===== config.mk =====
export PLATFORM = sky130hd
export DESIGN_NAME = lb_arb2
export DESIGN_NICKNAME = d
export VERILOG_FILES = /design/src/rtl/lb_arb2.sv
export SDC_FILE = /design/constraint.sdc
export NUM_CORES = 1
export LEC_CHECK = 0
export ABC_AREA = 1
export BUFFER_PORTS_ARGS = -buffer_cell sky130_fd_sc_hd__buf_2
export CORE_UTILIZATION = 58
export CTS_CLUSTER_DIAMETER = 200
export CTS_CLUSTER_SIZE = 20
export DETAILED_ROUTE_END_ITERATION = 7
export MAX_ROUTING_LAYER = met4
export PLACE_DENSITY = 0.85
export SLEW_MARGIN = 10
export SYNTH_ARGS = -nofsm -noshare
export SYNTH_HDL_FRONTEND = slang
export SYNTH_SLANG_ARGS = --single-unit

===== constraint.sdc =====
create_clock -name clk -period 5.4 [get_ports clk]
set_input_delay 0.54 -clock clk [delete_from_list [all_inputs] [get_ports clk]]
set_output_delay 0.54 -clock clk [all_outputs]
set_load 0.05 [all_outputs]

===== src/rtl/lb_arb2.sv =====
// lb_arb2: two-master local-bus arbiter with one-deep holding slots, round-robin
// issue and a read-owner tag pipe. Define LB_ARB_STATS_EN for per-master issue counters.
module lb_arb2 #(
  parameter int AW       = 24,
  parameter int DW       = 32,
  parameter int READ_LAT = 2
) (
  input  logic          clk,
  input  logic          rst_n,
  input  logic [AW-1:0] m0_addr,
  input  logic [DW-1:0] m0_dout,
  input  logic          m0_rd,
  input  logic          m0_strobe,
  output logic [DW-1:0] m0_din,
  output logic          m0_rvalid,
  input  logic [AW-1:0] m1_addr,
  input  logic [DW-1:0] m1_dout,
  input  logic          m1_rd,
  input  logic          m1_strobe,
  output logic [DW-1:0] m1_din,
  output logic          m1_rvalid,
  output logic [AW-1:0] lb_addr,
  output logic [DW-1:0] lb_dout,
  output logic          lb_rd,
  output logic          lb_strobe,
  input  logic [DW-1:0] lb_din,
  output logic [1:0]    overflow,
`ifdef LB_ARB_STATS_EN
  output logic [15:0]   m0_count,
  output logic [15:0]   m1_count,
`endif
  input  logic          clr_overflow
);

  // Masters strobe without back-pressure: a strobe is always taken, either issued,
  // parked in the slot, or dropped and flagged in overflow when the slot is occupied.
  logic [1:0]    strobe;
  logic [1:0]    rd;
  logic [AW-1:0] addr [2];
  logic [DW-1:0] dout [2];

  assign strobe  = {m1_strobe, m0_strobe};
  assign rd      = {m1_rd, m0_rd};
  assign addr[0] = m0_addr;
  assign addr[1] = m1_addr;
  assign dout[0] = m0_dout;
  assign dout[1] = m1_dout;

  logic [1:0]    slot_v_q, slot_v_d;
  logic [1:0]    slot_rd_q, slot_rd_d;
  logic [AW-1:0] slot_addr_q [2];
  logic [AW-1:0] slot_addr_d [2];
  logic [DW-1:0] slot_dout_q [2];
  logic [DW-1:0] slot_dout_d [2];

  logic [1:0]    cand_v;
  logic [1:0]    cand_rd;
  logic [AW-1:0] cand_addr [2];
  logic [DW-1:0] cand_dout [2];

  logic          issue;
  logic          gnt;
  logic [1:0]    issued;
  logic [1:0]    drop;
  logic          last_grant_q, last_grant_d;

  logic          lb_strobe_q, lb_strobe_d;
  logic          lb_rd_q, lb_rd_d;
  logic [AW-1:0] lb_addr_q, lb_addr_d;
  logic [DW-1:0] lb_dout_q, lb_dout_d;
  logic          lb_owner_q, lb_owner_d;

  logic [READ_LAT-1:0] tag_v_q, tag_v_d;
  logic [READ_LAT-1:0] tag_own_q, tag_own_d;
  logic [1:0]          rvalid;
  logic [DW-1:0]       din_hold_q [2];
  logic [DW-1:0]       din_hold_d [2];
  logic [1:0]          ovf_q, ovf_d;

  always_comb begin
    for (int n = 0; n < 2; n++) begin
      cand_v[n]    = slot_v_q[n] | strobe[n];
      cand_rd[n]   = slot_v_q[n] ? slot_rd_q[n]   : rd[n];
      cand_addr[n] = slot_v_q[n] ? slot_addr_q[n] : addr[n];
      cand_dout[n] = slot_v_q[n] ? slot_dout_q[n] : dout[n];
    end
    issue = |cand_v;
    // On a tie the master not granted last wins; otherwise the lone candidate goes.
    if (&cand_v) gnt = ~last_grant_q;
    else         gnt = cand_v[1];
    issued       = issue ? (gnt ? 2'b10 : 2'b01) : 2'b00;
    last_grant_d = issue ? gnt : last_grant_q;
  end

  always_comb begin
    slot_v_d    = slot_v_q;
    slot_rd_d   = slot_rd_q;
    slot_addr_d = slot_addr_q;
    slot_dout_d = slot_dout_q;
    drop        = 2'b00;
    for (int n = 0; n < 2; n++) begin
      if (issued[n]) slot_v_d[n] = 1'b0;
      // A new strobe may enter the slot only if the slot is free after this edge
      // and the strobe itself was not the one issued.
      if (strobe[n]) begin
        if ((slot_v_q[n] && issued[n]) || (!slot_v_q[n] && !issued[n])) begin
          slot_v_d[n]    = 1'b1;
          slot_rd_d[n]   = rd[n];
          slot_addr_d[n] = addr[n];
          slot_dout_d[n] = dout[n];
        end else if (slot_v_q[n] && !issued[n]) begin
          drop[n] = 1'b1;
        end
      end
    end
    ovf_d = (clr_overflow ? 2'b00 : ovf_q) | drop;
  end

  always_comb begin
    lb_strobe_d = issue;
    lb_rd_d     = issue & cand_rd[gnt];
    lb_addr_d   = issue ? cand_addr[gnt] : lb_addr_q;
    lb_dout_d   = issue ? cand_dout[gnt] : lb_dout_q;
    lb_owner_d  = issue ? gnt : lb_owner_q;
  end

  // The tag pipe starts from the registered bus strobe, so its tail lines up with
  // lb_din exactly READ_LAT cycles after the read is on the bus.
  always_comb begin
    tag_v_d      = tag_v_q;
    tag_own_d    = tag_own_q;
    tag_v_d[0]   = lb_strobe_q & lb_rd_q;
    tag_own_d[0] = lb_owner_q;
    for (int i = 1; i < READ_LAT; i++) begin
      tag_v_d[i]   = tag_v_q[i-1];
      tag_own_d[i] = tag_own_q[i-1];
    end
  end

  assign rvalid[0] = tag_v_q[READ_LAT-1] & ~tag_own_q[READ_LAT-1];
  assign rvalid[1] = tag_v_q[READ_LAT-1] &  tag_own_q[READ_LAT-1];

  always_comb begin
    for (int n = 0; n < 2; n++) begin
      din_hold_d[n] = rvalid[n] ? lb_din : din_hold_q[n];
    end
  end

  always_ff @(posedge clk or negedge rst_n) begin
    if (!rst_n) begin
      slot_v_q     <= 2'b00;
      slot_rd_q    <= 2'b00;
      for (int n = 0; n < 2; n++) begin
        slot_addr_q[n] <= '0;
        slot_dout_q[n] <= '0;
        din_hold_q[n]  <= '0;
      end
      last_grant_q <= 1'b1;
      lb_strobe_q  <= 1'b0;
      lb_rd_q      <= 1'b0;
      lb_addr_q    <= '0;
      lb_dout_q    <= '0;
      lb_owner_q   <= 1'b0;
      tag_v_q      <= '0;
      tag_own_q    <= '0;
      ovf_q        <= 2'b00;
    end else begin
      slot_v_q     <= slot_v_d;
      slot_rd_q    <= slot_rd_d;
      slot_addr_q  <= slot_addr_d;
      slot_dout_q  <= slot_dout_d;
      din_hold_q   <= din_hold_d;
      last_grant_q <= last_grant_d;
      lb_strobe_q  <= lb_strobe_d;
      lb_rd_q      <= lb_rd_d;
      lb_addr_q    <= lb_addr_d;
      lb_dout_q    <= lb_dout_d;
      lb_owner_q   <= lb_owner_d;
      tag_v_q      <= tag_v_d;
      tag_own_q    <= tag_own_d;
      ovf_q        <= ovf_d;
    end
  end

  assign lb_strobe = lb_strobe_q;
  assign lb_rd     = lb_rd_q;
  assign lb_addr   = lb_addr_q;
  assign lb_dout   = lb_dout_q;
  assign overflow  = ovf_q;
  assign m0_rvalid = rvalid[0];
  assign m1_rvalid = rvalid[1];
  assign m0_din    = rvalid[0] ? lb_din : din_hold_q[0];
  assign m1_din    = rvalid[1] ? lb_din : din_hold_q[1];

`ifdef LB_ARB_STATS_EN
  logic [15:0] cnt_q [2];
  logic [15:0] cnt_d [2];

  // Saturating issue counters; clr_overflow takes precedence over an increment.
  always_comb begin
    for (int n = 0; n < 2; n++) begin
      if (clr_overflow)                          cnt_d[n] = 16'd0;
      else if (issued[n] && cnt_q[n] != 16'hFFFF) cnt_d[n] = cnt_q[n] + 16'd1;
      else                                       cnt_d[n] = cnt_q[n];
    end
  end

  always_ff @(posedge clk or negedge rst_n) begin
    if (!rst_n) begin
      cnt_q[0] <= 16'd0;
      cnt_q[1] <= 16'd0;
    end else begin
      cnt_q <= cnt_d;
    end
  end

  assign m0_count = cnt_q[0];
  assign m1_count = cnt_q[1];
`endif

endmodule


=== Word level (Yosys, flattened, before mapping) ===
Index checks and enable logic that the tools add are counted.

* Register bits: 246
* Input port bits: 151
* Output and inout port bits: 126

* Order comparisons: 2
* Mux-type cells: 32
* Bitwise gates (word level): 10
* Reductions and logical operators: 16

{| class="wikitable"
|+ Operators with widths
! kind !! number
|-
| $mux 32 || 7
|-
| $mux 24 || 5
|-
| $mux 1 || 17
|-
| $logic_and 1x1->1 || 6
|-
| $mux 2 || 3
|-
| $reduce_and 2->1 || 3
|-
| $and 1x1->1 || 4
|-
| $logic_not 1->1 || 4
|-
| $ge 2x2->1 const B || 1
|-
| $logic_or 1x1->1 || 2
|-
| $lt 1x2->1 const B || 1
|-
| $not 1->1 || 2
|-
| $not 1->2 || 1
|-
| $or 1x1->1 || 2
|-
| $or 2x2->2 || 1
|-
| $reduce_or 2->1 || 1
|}

=== Depth between registers and ports, before layout ===
* Depth in word-level cells: 11
* Mapped depth: 13

=== Least setup slack after synthesis ===
Ideal clock, no wire load.

* Kind: flip-flop to output port
* Start: register tag_own_q[1]
* End: output m0_din[0]
* Arrival time: 2.653 ns
* Data required time: 4.860 ns
* Slack: 2.207 ns
* Stages on the path, launching flop included: 5
* Buffers on the path: 1
* Path through: dfrtp_1 > nor2_1 > inv_2 > clkbuf_1 > o21ai_0

* Cells in the longest elaborated chain, start to end: 3

{| class="wikitable"
|+ Ends and longest elaborated chain
! element !! line !! RTL
|-
| start, declared || 74 || <nowiki>logic [READ_LAT-1:0] tag_own_q, tag_own_d;</nowiki>
|-
| start signal, assigned || 180 || <nowiki>tag_own_q <= tag_own_d;</nowiki>
|-
| $not 1->1 || 140 || <nowiki>assign rvalid[0] = tag_v_q[READ_LAT-1] & ~tag_own_q[READ_LAT-1];</nowiki>
|-
| $and 1x1->1 || 140 ||
|-
| named net m0_rvalid || 15 || <nowiki>output logic m0_rvalid,</nowiki>
|-
| $mux 32 || 192 || <nowiki>assign m0_din = rvalid[0] ? lb_din : din_hold_q[0];</nowiki>
|-
| end, declared || 14 || <nowiki>output logic [DW-1:0] m0_din,</nowiki>
|}

The timed path passes the listed nets, and every way through them passes these cells.

=== Worst setup path in the final report ===
* Start: register slot_v_q[0]
* End: register slot_dout_q[37] (netlist name)

* Cells in the longest elaborated chain, start to end: 9
* Elaborated cells between the ends (all ways): 12
* Those cells by class: mux (3); bitwise (1); reduce/logical (8)

{| class="wikitable"
|+ Ends and longest elaborated chain
! element !! line !! RTL
|-
| start, declared || 49 || <nowiki>logic [1:0] slot_v_q, slot_v_d;</nowiki>
|-
| start signal, assigned || 168 || <nowiki>slot_v_q <= slot_v_d;</nowiki>
|-
| $or 1x1->1 || 82 || <nowiki>cand_v[n] = slot_v_q[n] | strobe[n];</nowiki>
|-
| $reduce_and 2->1 || 89 || <nowiki>if (&cand_v) gnt = ~last_grant_q;</nowiki>
|-
| $mux 1 || 89 ||
|-
| $mux 2 (2 in a row) || 91 || <nowiki>issued = issue ? (gnt ? 2'b10 : 2'b01) : 2'b00;</nowiki>
|-
| $logic_not 1->1 || 106 || <nowiki>if ((slot_v_q[n] && issued[n]) || (!slot_v_q[n] && !issued[n])) begin</nowiki>
|-
| $logic_and 1x1->1 || 106 ||
|-
| $logic_or 1x1->1 (*) || 106 ||
|-
| $reduce_and 2->1 (no source line) (*) || n/a ||
|-
| end signal, assigned || 171 || <nowiki>slot_dout_q <= slot_dout_d;</nowiki>
|-
| end, declared || 53 || <nowiki>logic [DW-1:0] slot_dout_q [2];</nowiki>
|}

Mark *: on every way between the ends. The rest lies on a longest branch, timed or not.
A chain may end at the register's enable or synchronous reset.

==> results.toml <==
[run_status]
status = "finished, final reports clean"

[grt]
antenna_found_initial = 2
grt_pass1_vias = 9601
grt_max_degree = 132
track_usage = 0.288
grt_pass1_wl_mm = 45.7
grt-ovfl-total = 0

[setup_path]
cp_common_cell = "buf_4"
worst_path_max_delay_cell = "buf_4"
crit_chain = "buf_4, o21ai_4, nand2_2, buf_4, nand2_1, inv_1, ha_1, nand2_4, nor2_1, a21oi_1"
crit_cells = 10
max_stage_delay_ns = 0.78
cp.required_ns = 5.79
worstPathArrival_ns = 4.17
worstSetupPathType = "register to register"
rr_startpoint = "slot_v_q[0]$_DFF_PN0_"
critPathBufInv = 3
cp_top_family = "buffers and inverters"
worstPathMaxFanout = 117
r2r_cells = 10
end_kind = "register"
ff2ff_setup_slack_ns = 1.62
reg2reg_to = "slot_dout_q[37]$_DFFE_PN0P_"
startpoint_type = "register"

[timing]
drv_slew = 0
fmax_mhz = 264
fin_ws_ns = 1.62
maxSlewHeadroom = 0.225
setup_tns_ns = 0
finClkSkew_ns = 0.0174
period_share = 0.701
rsz0062_at_grt = "no"
setup_viol = 0
tightest_slew_ns = 1.16
hold_viol_final = 0
finalCriticalPeriod_ns = 3.78
hold_slack_ns = 0.135

[cells_and_area]
final_cell_mix = "nand2_1 (514), buf_2 (275), dfrtp_1 (243)"
area_growth_pct = 15.5
utilization = 0.685
num-fill-cells = 1620
register_area_um2 = 6160
mostFrequentLayoutCell = "nand2_1"
drive_gt1_frac = 0.184
finalNetCount = 1871
multi_input_area_um2 = 4150
final_area_um2 = 13400

[synth]
synth_cells = 1505
synthXorXnorAreaFrac = 0
yosysWarnings = 0
synth_top_area_frac = 0.529
synth_compound_area_frac = 0.108
syn_nets = 1662
synth_top_family_by_area = "simple AND/OR/NAND/NOR gates"
synth_mux_area_frac = 0
avgSynthCellArea_um2 = 7.70
seq_area_frac_synth = 0.531
synth_area_leader_cell = "dfrtp_1"
syn_area_um2 = 11600
ys_top_cells_by_area = "dfrtp_1 (53%), nand2_1 (17%), o21ai_0 (7.9%)"
synth-simple-area-share = 0.242
synthAdderAreaFrac = 0.00648
yosysUniqueCellTypes = 20
ys_ff_latch = 246

[die]
dieArea_um2 = 20500
core_area_um2 = 19500
pin_count = 277
start_util = 0.593
die-width_um = 143
die_h_um = 143
rows = 51

[clock_tree]
htree_levels = 1
post-cts-setup-buffers = 0
clkSlewWorstSetupHoldPaths_ns = 0.09
cts_resized = 0
root_buffer = "clkbuf_16"
cts_tree = "built"
cts_hold_buf = 0
clock_sinks = 246
cts_buffers = 16
clk_path_buf_depth = 3
clk_latency_ns = 0.48

[routing]
antenna_left = 0
viasPerCell = 5.15
vias = 10218
drt_iter0_markers = 695
wirelength_mm = 28.3
drtPass1Iterations = 7
drc = 0
detail_route.wl_per_cell_um = 14.2

[hold_path]
min_path_type = "input port to async pin"

[placement]
dp_slack_ns = 1.67
io_buffers = 276
place.gp.congestion = 0.823
dp.final_hpwl_mm = 18.0
dpl_cell_area_um2 = 12900

[power_and_ir_drop]
ir_worst_vdd_mv = 0.413
power.density_nw_per_um2 = 698
leakagePower_nw = 7.55

[run]
maxCapViolCount = 0
## layout make-up
class / count / area share
repair buffers: 283 / 0.109
flip-flops and latches: 246 / 0.461
multi-input cells: 952 / 0.310
inverters: 215 / 0.0607
diodes: 2 / 0.000374
clock buffers: 22 / 0.0332
well taps: 265 / 0.0248
clock inverters: 1 / 0.00122
## stage by stage
step                power [mW]  std cells
floorplan                 7.04       1505
global route              9.98       1986
global placement          7.98       1961
CTS                       9.38       1984
detailed placement        8.16       1961
finish                    9.34       1986
## kinds of logic after synthesis
group | after synthesis
flip-flops | 246
AND/OR/NAND/NOR | 705
buffers and inverters | 307
adder cells (fa/ha/maj) | 6
AO/OA/AOI/OAI | 241
## where the power goes
part	switching [mW]	internal, mW	total (mW)
logic	3.86	1.17	5.03
clock network	0.614	0.583	1.20
registers	0.373	2.74	3.11
total	4.85	4.49	9.34
## state kept, by name, summed over array words and instances, names as in the netlist
signal        cells
din_hold_q       64
last_grant_q      1
lb_addr          24
lb_dout          32
lb_owner_q        1
lb_rd             1
lb_strobe         1
overflow          2
slot_addr_q      48
slot_dout_q      64
slot_rd_q         2
slot_v_q          2
tag_own_q         2
tag_v_q           2
## synth_stat cells
cell type	n
o21ai_4	1
o21a_1	14
buf_1	3
nand2_2	2
dfstp_2	1
buf_6	5
nor2_1	74
o21ai_0	183
inv_6	1
inv_2	5
buf_2	41
nand2_1	516
ha_1	6
inv_1	209
buf_4	12
nand3_1	112
nand4_4	1
dfrtp_1	245
a21oi_1	43
clkbuf_1	31
## layer usage
| layer | wire [um] | part of all wire | vias up | track usage |
|---|---|---|---|---|
| li1 | - | - | 5021 | - |
| met1 | 12100 | 0.43 | 4740 | 0.367 |
| met2 | 13500 | 0.48 | 386 | 0.477 |
| met3 | 1750 | 0.062 | 71 | 0.0330 |
| met4 | 939 | 0.033 | 0 | 0.106 |
| met5 | 0 | 0 | - | - |
## worst max path at each step
stage          slack [ns]              startpoint                           to
2_1_floorplan        2.21  tag_own_q[1]$_DFF_PN0_                    m0_din[0]
3_3_place_gp         1.79   slot_v_q[0]$_DFF_PN0_  slot_dout_q[49]$_DFFE_PN0P_
3_5_place_dp         1.67   slot_v_q[0]$_DFF_PN0_  slot_dout_q[56]$_DFFE_PN0P_
4_1_cts              1.64   slot_v_q[0]$_DFF_PN0_  slot_dout_q[49]$_DFFE_PN0P_
5_1_grt              1.23   slot_v_q[0]$_DFF_PN0_  slot_dout_q[54]$_DFFE_PN0P_
6_report             1.62   slot_v_q[0]$_DFF_PN0_  slot_dout_q[37]$_DFFE_PN0P_
No activity file was read; power rests on OpenSTA's default activity.
